## src/rtl/seq_magnitude_comparator.sv

```systemverilog
// seq_magnitude_comparator: multi-cycle unsigned WIDTH-bit compare, one
// CHUNK-bit slice per cycle from the top, with valid/ready in and out.
// Ports: clk, rst_n (async, active-low); in_valid/in_ready with a, b;
// out_valid/out_ready with one-hot gt/eq/lt and slices_used.
// Option macro SEQ_CMP_EARLY_EXIT_EN: finish on the first differing slice
// (data-dependent latency); when undefined, always scan all NSLICE slices.
module seq_magnitude_comparator #(
    parameter  int WIDTH  = 256,
    parameter  int CHUNK  = 32,
    localparam int NSLICE = WIDTH / CHUNK,
    localparam int CW     = $clog2(NSLICE + 1)
) (
    input  logic             clk,
    input  logic             rst_n,
    input  logic             in_valid,
    output logic             in_ready,
    input  logic [WIDTH-1:0] a,
    input  logic [WIDTH-1:0] b,
    output logic             out_valid,
    input  logic             out_ready,
    output logic             gt,
    output logic             eq,
    output logic             lt,
    output logic [CW-1:0]    slices_used
);

    localparam int IW = (NSLICE > 1) ? $clog2(NSLICE) : 1;

    typedef enum logic [1:0] {
        IDLE    = 2'd0,
        COMPARE = 2'd1,
        DONE    = 2'd2
    } state_t;

    state_t r_state;
    state_t w_next;

    // Operand copies are shifted left each compare cycle so the slice
    // under test always sits in the top CHUNK bits.
    logic [WIDTH-1:0] r_a;
    logic [WIDTH-1:0] r_b;
    logic [IW-1:0]    r_idx;
    logic [CW-1:0]    r_cnt;
    logic             r_gt;
    logic             r_eq;
    logic             r_lt;
    logic             r_found;

    logic [CHUNK-1:0] w_sa;
    logic [CHUNK-1:0] w_sb;
    logic             w_diff;
    logic             w_last;
    logic             w_accept;

    assign w_sa     = r_a[WIDTH-1 -: CHUNK];
    assign w_sb     = r_b[WIDTH-1 -: CHUNK];
    assign w_diff   = (w_sa != w_sb);
    assign w_last   = (r_idx == '0);
    assign w_accept = in_valid && (r_state == IDLE);

    assign in_ready    = (r_state == IDLE);
    assign out_valid   = (r_state == DONE);
    assign gt          = r_gt;
    assign eq          = r_eq;
    assign lt          = r_lt;
    assign slices_used = r_cnt;

    always_ff @(posedge clk or negedge rst_n) begin
        if (!rst_n) begin
            r_state <= IDLE;
        end else begin
            r_state <= w_next;
        end
    end

    always_comb begin
        w_next = r_state;
        unique case (r_state)
            IDLE: begin
                if (in_valid) begin
                    w_next = COMPARE;
                end
            end
            COMPARE: begin
`ifdef SEQ_CMP_EARLY_EXIT_EN
                if (w_diff || w_last) begin
                    w_next = DONE;
                end
`else
                if (w_last) begin
                    w_next = DONE;
                end
`endif
            end
            DONE: begin
                if (out_ready) begin
                    w_next = IDLE;
                end
            end
            default: begin
                w_next = IDLE;
            end
        endcase
    end

    always_ff @(posedge clk or negedge rst_n) begin
        if (!rst_n) begin
            r_a     <= '0;
            r_b     <= '0;
            r_idx   <= '0;
            r_cnt   <= '0;
            r_gt    <= 1'b0;
            r_eq    <= 1'b0;
            r_lt    <= 1'b0;
            r_found <= 1'b0;
        end else if (w_accept) begin
            r_a     <= a;
            r_b     <= b;
            r_idx   <= IW'(NSLICE - 1);
            r_cnt   <= '0;
            r_gt    <= 1'b0;
            r_eq    <= 1'b0;
            r_lt    <= 1'b0;
            r_found <= 1'b0;
        end else if (r_state == COMPARE) begin
            r_cnt <= r_cnt + CW'(1);
            r_a   <= r_a << CHUNK;
            r_b   <= r_b << CHUNK;
            if (!w_last) begin
                r_idx <= r_idx - IW'(1);
            end
            // Only the most significant differing slice decides; once
            // found, lower slices are scanned but cannot change flags.
            if (!r_found) begin
                if (w_diff) begin
                    r_found <= 1'b1;
                    r_gt    <= (w_sa > w_sb);
                    r_lt    <= (w_sa < w_sb);
                end else if (w_last) begin
                    r_eq    <= 1'b1;
                end
            end
        end
    end

endmodule
```

## config.mk

```make
export PLATFORM = sky130hd
export DESIGN_NAME = seq_magnitude_comparator
export DESIGN_NICKNAME = d
export VERILOG_FILES = /design/src/rtl/seq_magnitude_comparator.sv
export SDC_FILE = /design/constraint.sdc
export NUM_CORES = 1
export LEC_CHECK = 0
export ABC_AREA = 1
export CORE_ASPECT_RATIO = 0.8
export CORE_MARGIN = 10
export CORE_UTILIZATION = 45
export CTS_BUF_LIST = sky130_fd_sc_hd__clkbuf_8
export DETAILED_ROUTE_END_ITERATION = 6
export GPL_TIMING_DRIVEN = 0
export HOLD_SLACK_MARGIN = 0.02
export PLACE_DENSITY = 0.73
export SETUP_SLACK_MARGIN = 0.1
export SYNTH_ARGS = -nofsm -noshare
export SYNTH_HDL_FRONTEND = slang
export SYNTH_SLANG_ARGS = --single-unit
```

## constraint.sdc

```tcl
create_clock -name clk -period 2.2 [get_ports clk]
set_input_delay 0.66 -clock clk [delete_from_list [all_inputs] [get_ports clk]]
set_output_delay 0.66 -clock clk [all_outputs]
set_load 0.05 [all_outputs]
```

==> results.md, run 1 <==
* Unrepaired setup endpoints after global routing: yes
* Proportion of layout cells with a drive suffix above 1 at 0.0886
* Max VDD drop at 0.000577 V
* Type of origin of the critical path: register
* Core area at 50900 µm²
* Endpoint class of the critical path: output pin
* Top cell type by total area after synthesis: dfrtp_1
* I/O Buffers at 524
* Initial DRT Pass Iterations at 5
* Syn Nets at 3010
* Final Cell Area at 31300 µm²
* Period minus WS final at 2180 ps
* H-Tree Depth at 3
* Max clock buf depth at 3
* # DRC at 0
* Post-synthesis register bit count at 525
* Clk_skew at 32.0 ps
* CTS tree: done
* Seq/Total Area, Yosys at 0.568
* Share of the cycle needed by the critical path after routing at 0.989
* Final hold violations at 44
* Initial antenna violation count at 22
* Worst-path cell chain: nor2_4 > buf_6
* Sink Count at 525
* GPL Wtd Cong at 0.928
* Worst slew pin tran at 685 ps
* Detailed placement HPWL at 70900 µm
* Synth area leaders: dfrtp_1 57%, o221ai_1 12%, nand2_1 8.6%
* Failing checks: hold timing
* Worst rel slew slack at 0.543
* Reg clk slew, reported paths at 60 ps
* GRT Resource Usage Total at 0.289
* Wire per inst at 23.4 µm
* Unique masters post-synth at 28
* Total Neg Setup Slack at 0 ps
* Initial Util at 0.454
* Total routed wirelength at 89800 µm
* Hold WS at -43.5 ps
* Hold WC Path Type: primary input to async pin
* Placed cell count at 3671
* Worst R2R Path Depth at 9
* F_max at 460 MHz
* Data required, critical path at 1540 ps
* Post-synth top area share at 0.568
* Kind of critical path: register to output pin
* Vias after detailed routing at 21045
* Root Buffer: clkbuf_8
* Pins Over Slew Limit at 0
* Area growth syn-to-layout at 35.3%
* IO Pins at 525
* Fin nets at 3623
* Total of max-cap violations at 0
* Vias in the first global route at 21376
* Vias/cell at 5.48
* Largest net degree at the start of global routing at 131
* Die X at 273 µm
* Largest stage delay, worst path at 450 ps
* Fillers at 4295
* Clock latency at the later pin of the worst-skew pair at 690 ps
* Data arrival, critical path at 1520 ps
* P_leak at 0.0141 µW
* Mean post-synth cell area at 9.41 µm²
* Outcome: finished, violations left
* Die area at 60900 µm²
* Cells after Synth at 2459
* PwrDens at 1410 nW/µm²
* First-pass GRT wire length at 132000 µm
* Crit-path max FO at 3
* CTS buffer count at 83
* Ys Warns at 0
* Overflow after GRT at 0
* Final Setup Violations at 0
* Post-route antenna net violation count at 0
* FP Rows at 74
* Post-Layout Cell Count at 3838
* Post-Synthesis Cell Area at 23100 µm²
* Final core utilization at 0.614
* Initial DRC count at 2029
* Die H at 223 µm
* Post-DP Area at 29300 µm²
* Slowest CP cell: dfrtp_2
cells in the mapped netlist:
master / n
o21ai_0: 263
buf_6: 1
nand4_1: 4
inv_2: 2
inv_1: 477
a22o_1: 1
nor2_2: 1
ha_1: 35
clkbuf_1: 69
o21a_1: 1
nor2_8: 1
inv_4: 1
a22oi_1: 21
nor2_4: 1
o22ai_1: 1
nor2_1: 13
o21ai_1: 23
nand2_1: 529
nand3_1: 7
dfrtp_1: 525
buf_1: 9
a21oi_1: 17
o211ai_1: 53
nand2_4: 1
a21o_1: 2
buf_2: 83
buf_4: 8
o221ai_1: 310
power by group:
group / leakage [µW] / switching (µW) / internal (µW)
Sequential: 0.00658 / 1420 / 14200
Combinational: 0.00657 / 12800 / 6860
Clock: 0.000980 / 4040 / 4700
Total: 0.0141 / 18200 / 25800
sequential cells by signal, indices dropped and copies added (netlist names):
register and count:
r_a 256, r_b 256, slices_used 4, r_idx 3, r_state 2, eq 1
gt 1, lt 1, r_found 1
worst max-delay path, delay by kind of cell (launching register included):
family | cells | cell delay, ps
and+or+nand+nor | 1 | 210
DFF | 1 | 450
buffers and inverters | 1 | 200
cells in the final DEF, fill, tap and decap left out, types with 2 or more instances in the layout:
master / n
clkbuf_2: 29
buf_1: 7
nand3_1: 7
dfrtp_1: 524
clkbuf_1: 39
clkdlybuf4s50_1: 514
bufinv_16: 2
clkbuf_8: 110
a21oi_1: 17
inv_2: 3
clkinvlp_4: 5
buf_8: 2
nand2_2: 2
buf_6: 11
clkinv_2: 7
a22oi_1: 21
nor2_1: 12
nand2_1: 527
o211ai_1: 53
inv_1: 499
buf_4: 15
o21ai_0: 255
inv_4: 2
nor2_4: 2
a21o_1: 2
nand4_1: 4
clkbuf_4: 17
o221ai_1: 309
diode_2: 18
o21ai_1: 30
buf_16: 4
buf_2: 60
ha_1: 35
stage by stage:
step | power, µW | setup slack, ps | hold slack [ps]
finish | 44000 | 24.0 | -43.5
global route | 46900 | -18.5 | -41.1
CTS | 43600 | -39.2 | -57.0
detailed placement | 34600 | -798 | 477
global placement | 34000 | -22260 | 476
floorplan | 27500 | 249 | 364
final cells by class:
| cell class | instances | area [µm²] | share of cell area |
|---|---|---|---|
| tap | 684 | 856 | 0.0274 |
| clock buffer | 110 | 1510 | 0.0484 |
| multi-input combinational | 1284 | 7430 | 0.237 |
| antenna | 18 | 45.0 | 0.00144 |
| clock inverter | 39 | 231 | 0.00740 |
| inverter | 480 | 1810 | 0.0577 |
| sequential | 525 | 13100 | 0.420 |
| timing repair buffer | 528 | 5340 | 0.171 |
| buffer | 170 | 928 | 0.0297 |
layer usage:
metal | vias to the layer above | share of wire | GRT usage | routed length (µm)
li1 | 9546 | - | - | -
met3 | 144 | 0.084 | 0.0772 | 7530
met4 | 8 | 0.022 | 0.0847 | 1980
met1 | 10435 | 0.42 | 0.385 | 37800
met2 | 912 | 0.47 | 0.455 | 42400
met5 | - | 0.00051 | 0 | 46
path summary, 6_finish.rpt:
check / to / slack, ps / startpoint
max: in_ready / 20 / r_state[1]$_DFFE_PN0P_
min: r_b[148]$_DFFE_PN0N_ / -40 / rst_n
max reg2reg: r_b[108]$_DFFE_PN0N_ / 130 / r_state[1]$_DFFE_PN0P_
min reg2reg: r_idx[2]$_DFFE_PN0P_ / 490 / r_idx[2]$_DFFE_PN0P_
max in group asynchronous: r_a[98]$_DFFE_PN0N_ / 560 / rst_n
min in group clk: r_idx[2]$_DFFE_PN0P_ / 490 / r_idx[2]$_DFFE_PN0P_
cell families (layout without fill, tap and decap cells):
group | Yosys count | in the layout | share of synthesized area
flops | 525 | 525 | 0.568
other cells | 0 | 18 | 0
fa+ha+maj | 35 | 35 | 0.0189
compound gates | 692 | 692 | 0.209
buf+inv | 650 | 1327 | 0.112
simple gates | 557 | 557 | 0.0927
repair_timing:
item	4_1_cts	5_1_grt
pin swaps	0	0
gates resized for setup	99	57
setup endpoints to repair	472	208
setup buffers	0	0
hold endpoints to repair	72	72
No activity file was read; power rests on OpenSTA's default activity.
==> run 2, diff against run 1 <==
--- a/config.mk
+++ b/config.mk
@@ -13,8 +13,9 @@
 export DETAILED_ROUTE_END_ITERATION = 6
 export GPL_TIMING_DRIVEN = 0
 export HOLD_SLACK_MARGIN = 0.02
-export PLACE_DENSITY = 0.73
+export PLACE_DENSITY_LB_ADDON = 0.05
 export SETUP_SLACK_MARGIN = 0.1
+export SLEW_MARGIN = 20
 export SYNTH_ARGS = -nofsm -noshare
 export SYNTH_HDL_FRONTEND = slang
 export SYNTH_SLANG_ARGS = --single-unit
==> run 2 against run 1 <==
  * The flow now finishes without violations
  * Register-to-register slack hardly changed
  * Design area increased by 0.27%
  * Clock-buffer cell count decreased by 4
  * Worst hold slack better by 67 ps
  * Via count down 1.9%
  * Non-clock buffer count increased by 5
  * Critical path depth did not move
  * Utilization is 0.17 points higher
  * Largest cell class unchanged
  * First-iteration DRC count down 10%
  * Combinational power hardly changed
  * Clock power decreased by 1%
==> results.md, run 2 (synthesis gave the netlist of run 1 again) <==
* Worst R2R Path Depth at 8 (-1)
* First-pass GRT wire length at 129000 µm (-2.3%)
* Max VDD drop at 0.000632 V (+9.5%)
* Worst slew pin tran at 586 ps (-99.4 ps)
* IO Pins at 525 (unchanged)
* Die H at 223 µm (unchanged)
* CTS tree: done
* Die area at 60900 µm² (unchanged)
* Share of the cycle needed by the critical path after routing at 0.993 (+0.00391)
* Slowest CP cell: dfrtp_2
* Data arrival, critical path at 1520 ps (about the same)
* Hold WS at 23.8 ps (+67.3 ps)
* Reg clk slew, reported paths at 60 ps (about the same)
* H-Tree Depth at 3 (unchanged)
* Vias in the first global route at 21126 (-1.2%)
* Clock latency at the later pin of the worst-skew pair at 690 ps (about the same)
* Vias/cell at 5.37 (-2.0%)
* GRT Resource Usage Total at 0.282 (-0.00615)
* P_leak at 0.0142 µW (+0.52%)
* Detailed placement HPWL at 68800 µm (-3.0%)
* Vias after detailed routing at 20649 (-1.9%)
* PwrDens at 1390 nW/µm² (-1.2%)
* Post-DP Area at 29400 µm² (about the same)
* Endpoint class of the critical path: output pin
* Max clock buf depth at 3 (unchanged)
* Hold WC Path Type: primary input to async pin
* Total routed wirelength at 87800 µm (-2.2%)
* Largest stage delay, worst path at 450 ps (about the same)
* Total of max-cap violations at 0 (unchanged)
* GPL Wtd Cong at 0.911 (-1.8%)
* Commonest non-fill, non-tap cells in the layout: 527 x nand2_1, 524 x dfrtp_1, 514 x clkdlybuf4s50_1, 503 x inv_1, 310 x o221ai_1
* Switching share of total power at 0.412 (-0.00258)
* Initial DRC count at 1817 (-10%)
* Die X at 273 µm (unchanged)
* Final Setup Violations at 0 (unchanged)
* Wire per inst at 22.8 µm (-2.4%)
* Initial DRT Pass Iterations at 5 (unchanged)
* Data required, critical path at 1540 ps (about the same)
* Initial Util at 0.454 (unchanged)
* Worst R2R Setup Slack at 140 ps (about the same)
* Sink Count at 525 (unchanged)
* Core area at 50900 µm² (unchanged)
* Pins Over Slew Limit at 0 (unchanged)
* Most common cell after layout, fill and taps aside: nand2_1
* CTS buffer count at 86 (+3.6%)
* Type of origin of the critical path: register
* Overflow after GRT at 0 (unchanged)
* R2R Path Start: r_state[1]$_DFFE_PN0P_
* Cell Int Power at 25600 µW (-0.50%)
* Post-CTS setup buffer count at 0 (unchanged)
* Unrepaired setup endpoints after global routing: yes
* Power share of the combinational group at 0.445 (about the same)
* I/O Buffers at 524 (unchanged)
* F_max at 458 MHz (-0.39%)
* Total Power at 43600 µW (-0.94%)
* Area growth syn-to-layout at 35.7%
* Root Buffer: clkbuf_8
* Period minus WS final at 2180 ps (+8.59 ps)
* CP startpoint: r_state[1]$_DFFE_PN0P_
* Post-route antenna net violation count at 0 (unchanged)
* Setup WS post-layout at 15.4 ps (-8.59 ps)
* Outcome: complete, no violations
* FP Rows at 74 (unchanged)
* Kind of critical path: register to output pin
* Crit-path max FO at 3 (unchanged)
* # DRC at 0 (unchanged)
* Post-place setup slack at -926 ps (-128 ps)
* Final core utilization at 0.616 (+0.00167)
* Proportion of layout cells with a drive suffix above 1 at 0.0891 (+0.000467)
* Largest net degree at the start of global routing at 101 (-23%)
* Seq pwr share at 0.357 (+0.002)
* Final hold violations at 0 (-100%)
* Clock share of power at 0.198 (about the same)
* Initial antenna violation count at 24 (+9.1%)
* Clk_skew at 31.4 ps (-0.586 ps)
* Final Cell Area at 31400 µm² (+0.27%)
* Fin nets at 3631 (+0.22%)
* Worst rel slew slack at 0.609 (+0.0663)
* Worst-path cell chain: nor2_4 > buf_8
* Reported net switching power at 18000 µW (-1.6%)
==> run 2: changes by cell type in the layout (fill, tap and decap cells not counted), sizes merged <==
| cell | delta |
|---|---|
| buf | -6 |
| clkbuf | +6 |
| clkinv | +1 |
| clkinvlp | -1 |
| diode | -1 |
| dlygate4sd3 | +1 |
| inv | +5 |
==> run 2: power by group through the flow <==
stage / registers (µW) / logic (µW) / clock network, µW
after global routing: 15900 / 21600 / 9230
after CTS: 15500 / 19000 / 8750
after detailed placement: 15700 / 18700 / 0
final: 15600 / 19400 / 8650
after global placement: 15800 / 18100 / 0
after floorplan: 15500 / 12000 / 0
==> run 2: metal layers <==
metal | vias up | global-route usage | part of all wire
li1 | 9573 | - | -
met1 | 10103 | 0.374 | 0.42
met2 | 812 | 0.440 | 0.47
met3 | 145 | 0.0790 | 0.083
met4 | 16 | 0.0958 | 0.024
met5 | - | 0 | 0.0012
==> run 2: cell type report <==
cell class | count | area, µm²
diodes | 17 | 42.5
repair buffers | 533 | 5460
multi-input cells | 1284 | 7420
clock inverters | 44 | 264
fillers | 4388 | 19600
inverters | 480 | 1810
flip-flops and latches | 525 | 13100
plain buffers | 170 | 930
well taps | 684 | 856
clock buffers | 106 | 1460
==> run 2: through the flow <==
stage               std cells  setup TNS, ps
finish                   3843              0
global route             3838          -53.6
CTS                      3822          -54.1
detailed placement       3672        -284290
global placement         3667              -
floorplan                2459              0
==> run 2: worst paths after layout <==
check                                                   to
worst max-delay path                              in_ready
worst min-delay path                  r_a[215]$_DFFE_PN0N_
worst max register to register         r_b[95]$_DFFE_PN0N_
worst min register to register  slices_used[3]$_DFFE_PN0N_
max in group asynchronous              r_a[35]$_DFFE_PN0N_
min in group clk                slices_used[3]$_DFFE_PN0N_
==> run 2: what timing repair did <==
item / CTS / global route
pin swaps: 0 / 1
gates resized for setup: 85 / 63
endpoints found under the hold margin: 83 / 42
setup endpoints to repair: 403 / 309
==> run 2: worst max-delay path: cells and delay by family (launching register included) <==
family,cells,cell delay [ps]
buffers and inverters,1,180
flip-flops,1,450
AND/OR/NAND/NOR,1,220
==> run 3, diff against run 2 <==
--- a/config.mk
+++ b/config.mk
@@ -15,6 +15,7 @@
 export HOLD_SLACK_MARGIN = 0.02
 export PLACE_DENSITY_LB_ADDON = 0.05
 export SETUP_SLACK_MARGIN = 0.1
+export SKIP_CTS_REPAIR_TIMING = 1
 export SLEW_MARGIN = 20
 export SYNTH_ARGS = -nofsm -noshare
 export SYNTH_HDL_FRONTEND = slang
==> run 3 against run 2 <==
  * Critical path depth is the same
  * Register-to-register slack lost 30 ps
  * Clock power is essentially flat
  * Worst hold slack lost 6.6 ps
  * Wire length grew 0.14%
  * Clock skew shrank 4.9 ps
  * Utilization is essentially flat
==> results.md, run 3 (synthesis gave the netlist of run 1 again) <==
* Commonest non-fill, non-tap cells in the layout: 527 x nand2_1, 524 x dfrtp_1, 514 x clkdlybuf4s50_1, 503 x inv_1, 310 x o221ai_1
* Vias after detailed routing at 20644 (-0.024%)
* Worst-path cell chain: nor2_4 > buf_8
* Slowest CP cell: dfrtp_2
* IO Pins at 525 (unchanged)
* Post-DP Area at 29400 µm² (unchanged)
* Final Cell Area at 31400 µm² (about the same)
* Proportion of layout cells with a drive suffix above 1 at 0.0913 (+0.00223)
* Levels on crit path at 2 (unchanged)
* Fin nets at 3631 (unchanged)
* Total Power at 43600 µW (+0.10%)
* # DRC at 0 (unchanged)
* Final Setup Violations at 0 (unchanged)
* RR Endpoint: r_b[225]$_DFFE_PN0N_
* Core area at 50900 µm² (unchanged)
* Endpoint class of the critical path: output pin
* Worst R2R Path Depth at 8 (unchanged)
* Hold WC Path Type: primary input to async pin
* Total routed wirelength at 87900 µm (+0.14%)
* CP startpoint: r_state[1]$_DFFE_PN0P_
* Outcome: complete, no violations
* Die H at 223 µm (unchanged)
* Initial DRT Pass Iterations at 5 (unchanged)
* Share of the cycle needed by the critical path after routing at 0.994 (about the same)
* Final hold violations at 0 (unchanged)
* CP Capture Point: in_ready
* Setup WS post-layout at 13.7 ps (-1.75 ps)
* GRT Resource Usage Total at 0.282 (about the same)
* Root Buffer: clkbuf_8
* Crit-path leading delay family: flip-flops
* Initial antenna violation count at 25 (+4.2%)
* R2R Path Start: r_state[1]$_DFFE_PN0P_
* Die X at 273 µm (unchanged)
* CTS buffer count at 86 (unchanged)
* Initial DRC count at 1972 (+8.5%)
* Post-route antenna net violation count at 0 (unchanged)
* Vias in the first global route at 21132 (+0.028%)
* First-pass GRT wire length at 129000 µm (about the same)
* Type of origin of the critical path: register
* F_max at 457 MHz (about the same)
* Pins Over Slew Limit at 0 (unchanged)
* Max VDD drop at 0.000633 V (+0.14%)
* Vias/cell at 5.37 (about the same)
* Die area at 60900 µm² (unchanged)
* Detailed placement HPWL at 68800 µm (unchanged)
* Initial Util at 0.454 (unchanged)
* Data required, critical path at 1540 ps (about the same)
* Hold WS at 17.3 ps (-6.56 ps)
* FP Rows at 74 (unchanged)
* Overflow after GRT at 0 (unchanged)
* Kind of critical path: register to output pin
* Multi-input gate area in the final layout at 7420 µm² (unchanged)
* Worst R2R Setup Slack at 110 ps (-30 ps)
* Worst slew pin tran at 564 ps (-22.2 ps)
* Worst rel slew slack at 0.624 (+0.0148)
* Crit-path max FO at 3 (unchanged)
* Wire per inst at 22.9 µm (+0.12%)
* Unrepaired setup endpoints after global routing: yes
* GPL Wtd Cong at 0.911 (unchanged)
* Register area at 13100 µm² (unchanged)
* Total of max-cap violations at 0 (unchanged)
* Largest stage delay, worst path at 450 ps (about the same)
* Clock latency at the later pin of the worst-skew pair at 680 ps (about the same)
* Period minus WS final at 2190 ps (+1.75 ps)
* Area growth syn-to-layout at 35.7% (about the same)
* Reg clk slew, reported paths at 60 ps (about the same)
* Max clock buf depth at 3 (unchanged)
* H-Tree Depth at 3 (unchanged)
* Most common cell after layout, fill and taps aside: nand2_1
* CTS tree: done
* P_leak at 0.0142 µW (+0.13%)
* Fillers at 4389 (+0.023%)
* Largest net degree at the start of global routing at 101 (unchanged)
* PwrDens at 1390 nW/µm² (about the same)
* I/O Buffers at 524 (unchanged)
* CP bufs+invs at 1 (unchanged)
* Sink Count at 525 (unchanged)
* Post-place setup slack at -926 ps (unchanged)
* Clk_skew at 26.5 ps (-4.93 ps)
* Data arrival, critical path at 1530 ps (about the same)
## run 3: how the worst min path moves through the flow
stage | end | slack, ps | cells after the start
floorplan | eq$_DFFE_PN0P_ | 360 | 0
global placement | slices_used[3]$_DFFE_PN0N_ | 480 | 1
detailed placement | eq$_DFFE_PN0P_ | 490 | 2
CTS | r_a[146]$_DFFE_PN0N_ | -40 | 1
global route | r_b[247]$_DFFE_PN0N_ | 40 | 2
finish | r_a[215]$_DFFE_PN0N_ | 20 | 2
## run 3: layout make-up
cell class	instances	share of cell area
inverters	480	0.0575
clock inverters	44	0.00841
clock buffers	106	0.0465
flip-flops and latches	525	0.419
repair buffers	533	0.174
multi-input cells	1284	0.236
well taps	684	0.0273
plain buffers	170	0.0299
diodes	18	0.00144
## run 3: metrics by stage
step	setup TNS (ps)	utilization	instances
after floorplan	0	-	2459
after global placement	-	0.574	3667
after detailed placement	-284290	0.577	3672
after CTS	-29610	0.611	3822
after global routing	-65.1	0.616	3839
final	0	0.616	3844
## run 3: worst reg2reg max path: cells and delay by family (launching register included)
kind                   cells  cell delay (ps)
buffers and inverters      4              890
flip-flops                 1              450
AND/OR/NAND/NOR            3              550
AO/OA/AOI/OAI              1              120
## run 3: power by group
group          internal, µW  switching [µW]  total (µW)  leakage, µW
logic                  6870           12500       19400      0.00666
clock network          4580            4070        8660     0.000984
registers             14200            1370       15600      0.00658
total                 25600           18000       43600       0.0142
## run 3: per-layer routing
layer  GRT usage  up-vias  wire length (µm)
li1            -     9567                 -
met1       0.373    10075             37000
met2       0.438      836             41100
met3      0.0793      150              7540
met4       0.101       16              2160
met5           0        -               103
